$ cat src/rtl/matrix_bus_regfile.sv
// Host-bus register bank for an NxN complex matrix multiplier: holds operands A/B,
// captures result C, and sequences one multiply per start command.
module matrix_bus_regfile #(
  parameter int N     = 4,
  parameter int Width = 8,
  parameter int DW    = 32,
  parameter int AW    = 9
) (
  input  logic                     Clk,
  input  logic                     Reset,
  input  logic                     Write,
  input  logic                     Read,
  input  logic [AW-1:0]            Address,
  input  logic [DW-1:0]            WrData,
  output logic [DW-1:0]            RdData,
  output logic                     RdValid,
  output logic [2*N*N*Width-1:0]   OpA,
  output logic [2*N*N*Width-1:0]   OpB,
  output logic                     MulStart,
  input  logic                     MulDone,
  input  logic [2*N*N*Width-1:0]   Result,
  output logic                     Busy
);

  localparam int unsigned NW = 2 * N * N;
  localparam int unsigned R  = 8 * N * N;
  localparam int unsigned IW = $clog2(NW);

  localparam logic [AW-1:0] B_BASE      = AW'(R);
  localparam logic [AW-1:0] C_BASE      = AW'(2 * R);
  localparam logic [AW-1:0] CTRL_ADDR   = AW'(3 * R);
  localparam logic [AW-1:0] STATUS_ADDR = AW'(3 * R + 4);
  localparam logic [AW-1:0] CYCLES_ADDR = AW'(3 * R + 8);

  typedef enum logic [1:0] {S_IDLE, S_RUN, S_DONE} state_e;

  state_e            state_q, state_d;
  logic [Width-1:0]  a_q [NW];
  logic [Width-1:0]  a_d [NW];
  logic [Width-1:0]  b_q [NW];
  logic [Width-1:0]  b_d [NW];
  logic [Width-1:0]  c_q [NW];
  logic [Width-1:0]  c_d [NW];
  logic              err_q, err_d;
  logic [DW-1:0]     cycles_q, cycles_d;
  logic [DW-1:0]     rd_data_q, rd_data_d;
  logic              rd_valid_q, rd_valid_d;
  logic              mul_start_q, mul_start_d;

  logic              aligned, hit_a, hit_b, hit_c, hit_ctrl, hit_status, hit_cycles;
  logic [AW-1:0]     off;
  logic [IW-1:0]     idx;
  logic              busy, done, start_req;
  logic              unused_bits;

  assign busy        = (state_q == S_RUN);
  assign done        = (state_q == S_DONE);
  assign unused_bits = ^{WrData, off};

  // Word offset within a region maps 1:1 onto the flat-bus slot (real/imag interleaved).
  always_comb begin
    aligned    = (Address[1:0] == 2'b00);
    hit_a      = aligned && (Address < B_BASE);
    hit_b      = aligned && (Address >= B_BASE) && (Address < C_BASE);
    hit_c      = aligned && (Address >= C_BASE) && (Address < CTRL_ADDR);
    hit_ctrl   = (Address == CTRL_ADDR);
    hit_status = (Address == STATUS_ADDR);
    hit_cycles = (Address == CYCLES_ADDR);
    if (hit_b)      off = Address - B_BASE;
    else if (hit_c) off = Address - C_BASE;
    else            off = Address;
    idx = off[IW+1:2];
  end

  always_comb begin
    state_d     = state_q;
    a_d         = a_q;
    b_d         = b_q;
    c_d         = c_q;
    err_d       = err_q;
    cycles_d    = cycles_q;
    rd_data_d   = rd_data_q;
    rd_valid_d  = Read;
    mul_start_d = 1'b0;
    start_req   = Write && hit_ctrl && WrData[0];

    // Reads see pre-edge state; the STATUS err clear precedes any new err set below.
    if (Read) begin
      rd_data_d = '0;
      if (hit_a)           rd_data_d = DW'($signed(a_q[idx]));
      else if (hit_b)      rd_data_d = DW'($signed(b_q[idx]));
      else if (hit_c)      rd_data_d = DW'($signed(c_q[idx]));
      else if (hit_cycles) rd_data_d = cycles_q;
      else if (hit_status) begin
        rd_data_d = DW'({err_q, done, busy});
        err_d     = 1'b0;
      end
    end

    if (busy && (cycles_q != '1)) cycles_d = cycles_q + DW'(1);

    if (Write && (hit_a || hit_b)) begin
      if (busy)       err_d       = 1'b1;
      else if (hit_a) a_d[idx]    = WrData[Width-1:0];
      else            b_d[idx]    = WrData[Width-1:0];
    end

    case (state_q)
      S_IDLE, S_DONE: begin
        if (start_req) begin
          state_d     = S_RUN;
          mul_start_d = 1'b1;
          cycles_d    = '0;
        end
      end
      S_RUN: begin
        if (start_req) err_d = 1'b1;
        if (MulDone) begin
          state_d = S_DONE;
          for (int unsigned k = 0; k < NW; k++) c_d[k] = Result[k*Width +: Width];
        end
      end
      default: state_d = S_IDLE;
    endcase
  end

  always_ff @(posedge Clk) begin
    if (Reset) begin
      state_q     <= S_IDLE;
      a_q         <= '{default: '0};
      b_q         <= '{default: '0};
      c_q         <= '{default: '0};
      err_q       <= 1'b0;
      cycles_q    <= '0;
      rd_data_q   <= '0;
      rd_valid_q  <= 1'b0;
      mul_start_q <= 1'b0;
    end else begin
      state_q     <= state_d;
      a_q         <= a_d;
      b_q         <= b_d;
      c_q         <= c_d;
      err_q       <= err_d;
      cycles_q    <= cycles_d;
      rd_data_q   <= rd_data_d;
      rd_valid_q  <= rd_valid_d;
      mul_start_q <= mul_start_d;
    end
  end

  always_comb begin
    OpA = '0;
    OpB = '0;
    for (int unsigned k = 0; k < NW; k++) begin
      OpA[k*Width +: Width] = a_q[k];
      OpB[k*Width +: Width] = b_q[k];
    end
  end

  assign RdData   = rd_data_q;
  assign RdValid  = rd_valid_q;
  assign MulStart = mul_start_q;
  assign Busy     = busy;

endmodule

$ cat config.mk
export PLATFORM = sky130hd
export DESIGN_NAME = matrix_bus_regfile
export DESIGN_NICKNAME = d
export VERILOG_FILES = /design/src/rtl/matrix_bus_regfile.sv
export SDC_FILE = /design/constraint.sdc
export NUM_CORES = 2
export LEC_CHECK = 0
export BUFFER_PORTS_ARGS = -buffer_cell sky130_fd_sc_hd__buf_4
export CORE_MARGIN = 10
export CORE_UTILIZATION = 30
export CTS_CLUSTER_SIZE = 40
export DETAILED_ROUTE_END_ITERATION = 10
export SETUP_SLACK_MARGIN = 0.4
export SYNTH_ARGS = -nofsm -noshare
export SYNTH_HDL_FRONTEND = slang
export SYNTH_SLANG_ARGS = --single-unit
$ cat constraint.sdc
create_clock -name Clk -period 6.61 [get_ports Clk]
set_clock_uncertainty 0.2 [all_clocks]
set_input_delay 0.9915 -clock Clk [delete_from_list [all_inputs] [get_ports Clk]]
set_output_delay 0.9915 -clock Clk [all_outputs]
set_load 0.01 [all_outputs]
==> flow_summary.yaml <==
detailed_routing:
  wl_met3_mm: 19.1
  dr_total_vias: 36136
  dr.pass1.iters: 8
  ant_nets: 0
  wl_per_cell_um: 28.7
  top_layer: "met5"
  drc: 0
  dr_wl_met2_mm: 84.4
  drt_first_iter_violations: 4158
  finalWirelength_mm: 189
  vias_per_cell: 5.50
  wl_met1_mm: 75.4
clock_network:
  h-tree-depth: 3
  clk_pin_slew_worst_paths_ns: 0.06
  cts.repair.resized: 0
  cts.sinks: 837
  clock_path_buffers: 3
  post_cts_buffers: 0
  cts_buffers: 95
  insertion_delay_ns: 0.71
  cts-hold-fix-buffers: 0
  cts_root_buffer: "clkbuf_16"
  tritoncts: "done"
worst_hold_path:
  hold_path.class: "reg -> reg"
sta:
  rsz0062_at_grt: "false"
  fmax_ghz: 0.246
  report.final.slew_viol_count: 0
  setup_viol: 0
  fin_tns_setup_ns: 0
  tightest_slew_ns: 1.21
  hold_slack_ns: 0.252
  period_share: 0.614
  relSlewSlack: 0.192
  period_needed_ns: 4.06
  finalHoldViolations: 0
  final.setup.worst_slack_ns: 2.55
cells_and_area:
  fin_nets: 5160
  final_cell_area_sq_um: 47200
  final_common_cell: "nand2_1"
  final_cell_mix: "nand2_1 (976), buf_4 (889), dfxtp_1 (837)"
  area.growth.synth_to_final_pct: 28.5
  drive_gt1_frac: 0.258
critical_path:
  path_class: "in -> reg"
  critPathTopFamily: "compound AO/OA/AOI/OAI gates"
  worstPathCellList: "buf_8 > buf_12 > mux2i_1 > o221ai_1 > a22oi_1 > a21oi_1 > a2111oi_4 > a211oi_1"
  crit_path_start_kind: "input port"
  cp_slowest_cell: "a2111oi_4"
  cp_data_required_time_ns: 6.94
  path_max_fanout: 49
  cp_slowest_stage_delay_ns: 0.87
  worstSetupEndpointType: "register"
  critPathBufInv: 2
  cp_data_arrival_time_ns: 4.38
global_routing:
  grt_max_degree: 200
  track_usage: 0.260
  grt_pass1_wl_mm: 260
  antenna_found_initial: 15
  globalRouteOverflowTotal: 0
  grt_pass1_vias: 33924
floorplan:
  fp.dieArea_sq_um: 137000
  io_pins: 849
  die_width_um: 370
  core_sq_um: 122000
  placementRows: 128
  start_util: 0.302
  die_h_um: 370
synthesis:
  syn_nets: 4552
  avgSynthCellArea_sq_um: 8.65
  synthFlopType: "dfxtp_1"
  syn_area_sq_um: 36800
  synth_edf_count: 0
  ys_ff_latch: 837
  ys_warn_count: 0
  ys_seq_area_frac: 0.456
  ys_types: 71
  syn_inst: 4249
  async_reset_ff_frac: 0
place:
  dpl_cell_area_sq_um: 44000
  gp_congestion: 0.904
  io_buffers: 824
  post-place-ws_ns: 1.81
  place_hpwl_mm: 138
power:
  comb_power_share: 0.059
  p_int_mw: 8.43
  power_frac_seq: 0.454
  power_frac_clock: 0.487
  p_switching_mw: 2.73
  p_leak_nw: 16.9
  switching_share: 0.245
  peakVddDrop_uv: 172
  pwr_density_cell_nw_per_um2: 236
job:
  drv_cap: 0
outcome:
  outcome: "complete, no violations"
[synthesized netlist by cell type, types with 6 or more instances]
master	count	area, sq um
xor2_1	17	149
a311oi_1	6	52.6
a22oi_1	51	383
mux4_2	163	3670
a221oi_1	16	140
nand3_1	26	130
nand3b_1	8	60.1
nor2_1	218	818
buf_4	24	180
mux2i_1	168	1680
o22ai_1	9	56.3
buf_2	36	180
xnor2_1	13	114
dfxtp_1	837	16800
o221ai_1	15	131
and3_1	9	56.3
or3_1	6	37.5
nor2b_1	8	50.1
nor4_1	7	43.8
clkbuf_1	292	1100
buf_1	23	86.3
a211oi_1	19	143
a22o_1	6	52.6
nand4_1	17	106
nand2_1	984	3690
o211ai_1	8	60.1
nand2b_1	8	50.1
o21ai_0	426	2130
nor2_2	7	43.8
a21oi_1	711	3560
buf_6	15	169
[routing by layer]
metal  GRT usage  vias up
met5           0        -
met4       0.121       12
met3      0.0846      362
met2       0.404     1876
met1       0.325    17765
li1            -    16121
[layout make-up]
| cell class | instances | area [sq um] |
|---|---|---|
| timing repair buffer | 901 | 6900 |
| clock buffer | 129 | 2720 |
| multi-input combinational | 3013 | 18300 |
| clock inverter | 41 | 429 |
| antenna | 10 | 25.0 |
| fill | 12454 | 74500 |
| inverter | 9 | 33.8 |
| sequential | 837 | 16800 |
| tap | 1625 | 2030 |
[flip-flops by register name (all words and copies together) (netlist names)]
name	flops
OpB	256
err_q	1
c_q	256
cycles_q	32
RdData	32
state_q	2
MulStart	1
OpA	256
RdValid	1
[power groups by stage]
stage | clock, mW | combinational [mW] | sequential (mW)
detailed placement | 0 | 0.656 | 5.17
global placement | 0 | 0.656 | 5.17
finish | 5.44 | 0.660 | 5.06
floorplan | 0 | 0.329 | 5.18
CTS | 5.50 | 0.658 | 5.06
global route | 5.68 | 0.689 | 5.06
[kinds of logic after synthesis]
logic type               count (synthesis)  synth area share
adder cells (fa/ha/maj)                  1          0.000340
XOR/XNOR                                30           0.00715
AND/OR/NAND/NOR                       1347             0.151
buffers and inverters                  399            0.0475
AO/OA/AOI/OAI                         1298             0.190
multiplexers                           337             0.147
flip-flops                             837             0.456
[worst paths after layout]
| check | startpoint | to | slack [ns] | cells past startpoint |
|---|---|---|---|---|
| max | Address[2] | RdData[21] | 2.55 | 8 |
| min | c_q[40] | c_q[40] | 0.25 | 2 |
| max reg2reg | state_q[1] | OpA[190] | 3.21 | 7 |
| min reg2reg | c_q[40] | c_q[40] | 0.25 | 2 |
[worst register-to-register path: cells and delay by family (launching register included)]
family	cells	cell delay, ns
simple gates	5	2.13
buf+inv	1	0.53
flops	1	0.32
compound gates	1	0.15
[metrics by stage]
step	util	std cells	power [mW]
after global routing	0.388	6560	11.4
after detailed placement	0.362	6385	5.83
after global placement	0.362	6385	5.83
after CTS	0.388	6555	11.2
after floorplan	-	4249	5.51
final	0.388	6565	11.2
Note: power is estimated with default switching activity, not from simulation.
